$ cat config.mk
export PLATFORM = sky130hd
export DESIGN_NAME = tbox_nxn
export DESIGN_NICKNAME = d
export VERILOG_FILES = /design/src/rtl/tbox_pkg.sv /design/src/rtl/tbox_line_check.sv /design/src/rtl/tbox_nxn.sv
export SDC_FILE = /design/constraint.sdc
export NUM_CORES = 1
export LEC_CHECK = 0
export CAP_MARGIN = 20
export CORE_MARGIN = 2
export CORE_UTILIZATION = 46
export DETAILED_ROUTE_END_ITERATION = 16
export PLACE_DENSITY = 0.76
export SETUP_SLACK_MARGIN = 0.5
export SLEW_MARGIN = 10
export SYNTH_ARGS = -nofsm -noshare
export SYNTH_HDL_FRONTEND = slang
export SYNTH_HIERARCHICAL = 1
export SYNTH_SLANG_ARGS = --single-unit
$ cat constraint.sdc
create_clock -name clk -period 1.85 [get_ports clk]
set_input_delay 0.185 -clock clk [delete_from_list [all_inputs] [get_ports clk]]
set_output_delay 0.185 -clock clk [all_outputs]
set_load 0.05 [all_outputs]
$ cat src/rtl/tbox_pkg.sv
// Shared codes for the N x N tic-tac-toe block: game states, move error codes,
// FSM state encoding and player symbols.
package tbox_pkg;

  localparam logic [1:0] GS_PLAY = 2'b00;
  localparam logic [1:0] GS_XWIN = 2'b01;
  localparam logic [1:0] GS_OWIN = 2'b10;
  localparam logic [1:0] GS_DRAW = 2'b11;

  localparam logic [1:0] ERR_NONE  = 2'b00;
  localparam logic [1:0] ERR_OCC   = 2'b01;
  localparam logic [1:0] ERR_RANGE = 2'b10;
  localparam logic [1:0] ERR_BUSY  = 2'b11;

  localparam logic SYM_X = 1'b0;
  localparam logic SYM_O = 1'b1;

  typedef enum logic [1:0] {
    ST_PLAY  = 2'b00,
    ST_CHECK = 2'b01,
    ST_OVER  = 2'b10
  } state_t;

endpackage

$ cat src/rtl/tbox_line_check.sv
// Combinational win detector: raises win when any horizontal, vertical or
// diagonal window of WIN_LEN cells is fully occupied by symbol sym.
module tbox_line_check #(
  parameter int N       = 3,
  parameter int WIN_LEN = 3
) (
  input  logic [N*N-1:0] valid,
  input  logic [N*N-1:0] symbol,
  input  logic           sym,
  output logic           win
);

  logic [N*N-1:0]   cell_ok;
  logic [4*N*N-1:0] hits;

  assign cell_ok = valid & ~(symbol ^ {(N*N){sym}});

  // One candidate window per (start cell, direction); direction 0 = right,
  // 1 = down, 2 = down-right, 3 = down-left. Windows leaving the board are tied off.
  for (genvar gi = 0; gi < N; gi++) begin : g_row
    for (genvar gj = 0; gj < N; gj++) begin : g_col
      for (genvar gd = 0; gd < 4; gd++) begin : g_dir
        localparam int DR  = (gd == 0) ? 0 : 1;
        localparam int DC  = (gd == 1) ? 0 : ((gd == 3) ? -1 : 1);
        localparam int RE  = gi + (WIN_LEN - 1) * DR;
        localparam int CE  = gj + (WIN_LEN - 1) * DC;
        localparam int HIT = (gi * N + gj) * 4 + gd;
        if (RE < N && CE >= 0 && CE < N) begin : g_fit
          logic [WIN_LEN-1:0] bits;
          for (genvar gk = 0; gk < WIN_LEN; gk++) begin : g_cell
            assign bits[gk] = cell_ok[(gi + gk * DR) * N + gj + gk * DC];
          end
          assign hits[HIT] = &bits;
        end else begin : g_nofit
          assign hits[HIT] = 1'b0;
        end
      end
    end
  end

  assign win = |hits;

endmodule

$ cat src/rtl/tbox_nxn.sv
// N x N tic-tac-toe core: accepts moves via set/ack/err handshake, keeps the
// board, turn and move count, and resolves win/draw in a one-cycle CHECK state.
module tbox_nxn
  import tbox_pkg::*;
#(
  parameter int N       = 3,
  parameter int WIN_LEN = 3,
  parameter int IDX_W   = ($clog2(N) < 1) ? 1 : $clog2(N),
  parameter int CNT_W   = $clog2(N*N+1)
) (
  input  logic             clk,
  input  logic             reset,
  input  logic             set,
  input  logic [IDX_W-1:0] row,
  input  logic [IDX_W-1:0] col,
  output logic [N*N-1:0]   valid,
  output logic [N*N-1:0]   symbol,
  output logic [1:0]       game_state,
  output logic             cur_symbol,
  output logic             busy,
  output logic             move_ack,
  output logic [1:0]       move_err,
  output logic [CNT_W-1:0] move_count
);

  localparam int CELLS = N * N;

  state_t           state_q, state_d;
  logic [CELLS-1:0] valid_q, valid_d;
  logic [CELLS-1:0] symbol_q, symbol_d;
  logic [1:0]       game_state_q, game_state_d;
  logic             cur_q, cur_d;
  logic             ack_q, ack_d;
  logic [1:0]       err_q, err_d;
  logic [CNT_W-1:0] cnt_q, cnt_d;

  logic [CELLS-1:0] cell_sel;
  logic             out_of_range;
  logic             occupied;
  logic             win;
  logic             board_full;

  // One-hot decode of the addressed cell; all zero when row/col is off-board.
  for (genvar gi = 0; gi < N; gi++) begin : g_sel_row
    for (genvar gj = 0; gj < N; gj++) begin : g_sel_col
      assign cell_sel[gi*N+gj] = (row == IDX_W'(gi)) && (col == IDX_W'(gj));
    end
  end

  assign out_of_range = ({1'b0, row} >= (IDX_W+1)'(N)) || ({1'b0, col} >= (IDX_W+1)'(N));
  assign occupied     = |(valid_q & cell_sel);
  assign board_full   = (cnt_q == CNT_W'(CELLS));

  tbox_line_check #(
    .N       (N),
    .WIN_LEN (WIN_LEN)
  ) u_line_check (
    .valid  (valid_q),
    .symbol (symbol_q),
    .sym    (cur_q),
    .win    (win)
  );

  always_comb begin
    state_d      = state_q;
    valid_d      = valid_q;
    symbol_d     = symbol_q;
    game_state_d = game_state_q;
    cur_d        = cur_q;
    ack_d        = 1'b0;
    err_d        = ERR_NONE;
    cnt_d        = cnt_q;

    case (state_q)
      ST_PLAY: begin
        if (set) begin
          if (out_of_range) begin
            err_d = ERR_RANGE;
          end else if (occupied) begin
            err_d = ERR_OCC;
          end else begin
            valid_d  = valid_q | cell_sel;
            symbol_d = (symbol_q & ~cell_sel) | (cell_sel & {CELLS{cur_q}});
            cnt_d    = cnt_q + CNT_W'(1);
            ack_d    = 1'b1;
            state_d  = ST_CHECK;
          end
        end
      end
      ST_CHECK: begin
        if (set) begin
          err_d = ERR_BUSY;
        end
        // Win takes precedence over a full board.
        if (win) begin
          game_state_d = (cur_q == SYM_O) ? GS_OWIN : GS_XWIN;
          state_d      = ST_OVER;
        end else if (board_full) begin
          game_state_d = GS_DRAW;
          state_d      = ST_OVER;
        end else begin
          cur_d   = ~cur_q;
          state_d = ST_PLAY;
        end
      end
      ST_OVER: begin
        if (set) begin
          err_d = ERR_BUSY;
        end
      end
      default: begin
        state_d = ST_PLAY;
      end
    endcase
  end

  always_ff @(posedge clk or posedge reset) begin
    if (reset) begin
      state_q      <= ST_PLAY;
      valid_q      <= '0;
      symbol_q     <= '0;
      game_state_q <= GS_PLAY;
      cur_q        <= SYM_X;
      ack_q        <= 1'b0;
      err_q        <= ERR_NONE;
      cnt_q        <= '0;
    end else begin
      state_q      <= state_d;
      valid_q      <= valid_d;
      symbol_q     <= symbol_d;
      game_state_q <= game_state_d;
      cur_q        <= cur_d;
      ack_q        <= ack_d;
      err_q        <= err_d;
      cnt_q        <= cnt_d;
    end
  end

  assign valid      = valid_q;
  assign symbol     = symbol_q;
  assign game_state = game_state_q;
  assign cur_symbol = cur_q;
  assign busy       = (state_q != ST_PLAY);
  assign move_ack   = ack_q;
  assign move_err   = err_q;
  assign move_count = cnt_q;

endmodule

==> results.yml <==
run_status:
  status: "finished with violations"
  violations: "negative setup slack"
global_routing:
  grt_use_total_pct: 29.3
  grt_pass1_wl_um: 9410
  grt-ovfl-total: 0
  grt_antenna_before_repair: 0
  grt_pass1_vias: 1859
  grt_max_degree: 31
cells_and_area:
  nets: 270
  antenna_cells: 0
  drive_gt1_share_pct: 58.9
  area_growth_pct: 65.3
  final_area_um2: 2860
setup_path:
  critPathLaunchType: "flop"
  reg2reg_setup_slack_ns: -0.37
  worstPathCellList: "or4_1 > a21oi_1 > o31a_1 > a311o_1 > a31oi_2 > nor2b_2 > nor4b_4 > nand3b_1"
  cp_slowest_cell: "or4_1"
  required_ns: 2.07
  worstRegToRegCells: 8
  reg2reg_to: "state_q[1]"
  max_stage_delay_ns: 0.51
  arrival_ns: 2.44
  crit_type: "flop to flop"
  crit_path_max_fanout: 6
  worstSetupEndpointType: "flop"
synth:
  yosys_warnings: 6
  synth_edf_count: 0
  yosysMostFrequentCell: "dfrtp_1"
  yosys.area.top_type: "dfrtp_1"
  netlist_top_cells_count: "dfrtp_1, nor3_1, nand2_1"
  synthFlopType: "dfrtp_1"
  synth-seq-cells: 30
  seq_area_frac_synth_pct: 43.4
  syn_avg_cell_area_um2: 10.4
  synth_area_leaders: "dfrtp_1, mux2_1, ha_1, nor3_1, nor3_2"
  synthDistinctLibCells: 38
  async_reset_ff_share_pct: 100
  syn_nets: 179
  yosysTopAreaCellShare_pct: 43.4
  netlist_area_um2: 1730
  syn_inst: 166
power_and_ir_drop:
  leakagePower_nw: 1.34
  fin_total_pwr_w: 0.00146
  powerDensity_nw_per_um2: 511
  vdd_ir_drop_max_mv: 0.405
clock_network:
  cts_tree: "yes"
  cts_buffer_depth: 2
  clock_latency_ns: 0.29
  numCtsBuffers: 5
  hold_buffers: 0
  clockRootBuffer: "clkbuf_8"
  path_clk_slew_ns: 0.07
  cts_sinks: 30
  htreeDepth: 2
floorplan:
  die_area_um2: 4270
  rows: 22
  ios: 36
  fp.dieH_um: 65.3
  fp.dieW_um: 65.3
  coreArea_um2: 3630
  initial_utilization_pct: 47.6
drt:
  vias_per_cell: 5.76
  firstDrtPassIters: 4
  vias: 1764
  ant_nets: 0
  drcViolationCount: 0
  wl_per_cell_um: 18.5
  wirelength_um: 5680
  drt_iter0_drc: 109
timing:
  period_share_pct: 120
  finalMaxSlewViolations: 0
  maxSlewHeadroom_pct: 67.5
  fin_crit_ns: 2.22
  layout_setup_ws_ns: -0.368
  setup-violations-final: 15
  hold_viol: 0
  fmaxAchievable_mhz: 451
  rsz0062_at_grt: "yes"
  finClkSkew_ns: 0.00990
  max_slew.worst_pin.slew_ns: 0.490
placed_design:
  placed_cell_area_um2: 2410
  gp_congestion: 0.794
  io_buffers: 35
  dp_hpwl_um: 3460
flow_run:
  drv_cap: 0
hold_path:
  hold_class: "primary input to asynchronous set/reset pin"
[metal layers]
layer | GRT usage, % | up-vias | part of all wire [%]
met3 | 5.14 | 16 | 5.8
li1 | - | 795 | -
met2 | 53.2 | 67 | 54
met5 | 0 | - | 0
met4 | 10.4 | 0 | 2.7
met1 | 34.7 | 886 | 37
[layout make-up]
| cell class | instances | area, um^2 |
|---|---|---|
| clock buffers | 7 | 76.3 |
| fillers | 237 | 773 |
| clock inverters | 1 | 30.0 |
| flip-flops and latches | 30 | 771 |
| multi-input cells | 125 | 1190 |
| well taps | 48 | 60.1 |
| repair buffers | 89 | 704 |
| inverters | 6 | 26.3 |
[worst max-delay path, delay by kind of cell, from the launching register on]
kind	cells	cell delay, ns
flip-flops	1	0.45
AO/OA/AOI/OAI	4	0.54
AND/OR/NAND/NOR	4	1.14
[cells in the final DEF, fill, tap and decap left out, types with 5 or more instances in the layout]
master | netlist | final
mux2_4 | 0 | 10
nor3_1 | 13 | 6
dfrtp_1 | 30 | 14
nor3_4 | 1 | 12
nand3_1 | 9 | 9
buf_6 | 1 | 6
dfrtp_2 | 0 | 16
ha_1 | 6 | 5
clkdlybuf4s15_2 | 0 | 6
nand4_1 | 5 | 5
buf_4 | 1 | 49
o211ai_1 | 6 | 6
or2_2 | 6 | 5
clkbuf_8 | 0 | 5
buf_2 | 1 | 15
nand2_1 | 10 | 9
dlygate4sd2_1 | 0 | 7
[worst max path at each step]
stage          cells after the start        from  slack [ns]    endpoint
2_1_floorplan                      9  cur_symbol       -0.26  state_q[1]
3_3_place_gp                       6      col[0]       -0.43        flop
3_5_place_dp                       6      col[0]       -0.50        flop
4_1_cts                            8        flop       -0.27  state_q[1]
5_1_grt                            8        flop       -0.50  state_q[1]
6_report                           8        flop       -0.37  state_q[1]
[what timing repair did]
item / CTS / global route
gates resized for setup: 142 / 20
cloned: 2 / 0
setup buffers: 17 / 2
pin swaps: 22 / 9
setup endpoints to repair: 57 / 39
[cells by family after synthesis]
family / count (synthesis) / synth area share [%]
and+or+nand+nor: 78 / 27.9
adders and majority gates: 6 / 4.34
xor gates and xnor gates: 6 / 3.04
AOI/OAI and AO/OA: 21 / 9.62
buffers and inverters: 12 / 3.33
DFF: 30 / 43.4
muxes: 13 / 8.39
[stage by stage]
step | setup TNS (ns) | utilization [%] | hold slack (ns) | setup slack [ns] | instances
after floorplan | -1.11 | - | 0.275 | -0.263 | 166
after global placement | -8.23 | 66.4 | 0.480 | -0.429 | 277
after detailed placement | -9.92 | 66.4 | 0.485 | -0.496 | 277
after CTS | -1.19 | 77.7 | 0.328 | -0.267 | 304
after global routing | -3.12 | 78.7 | 0.359 | -0.496 | 306
final | -1.85 | 78.7 | 0.306 | -0.368 | 306
[where the power goes]
group	internal, W	switching (W)	leakage [nW]	total [W]
combinational	0.0000489	0.0000897	0.921	0.000139
clock	0.000403	0.000251	0.0524	0.000654
sequential	0.000662	0.00000600	0.371	0.000668
total	0.00111	0.000347	1.34	0.00146
Note: power is estimated with default switching activity, not from simulation.
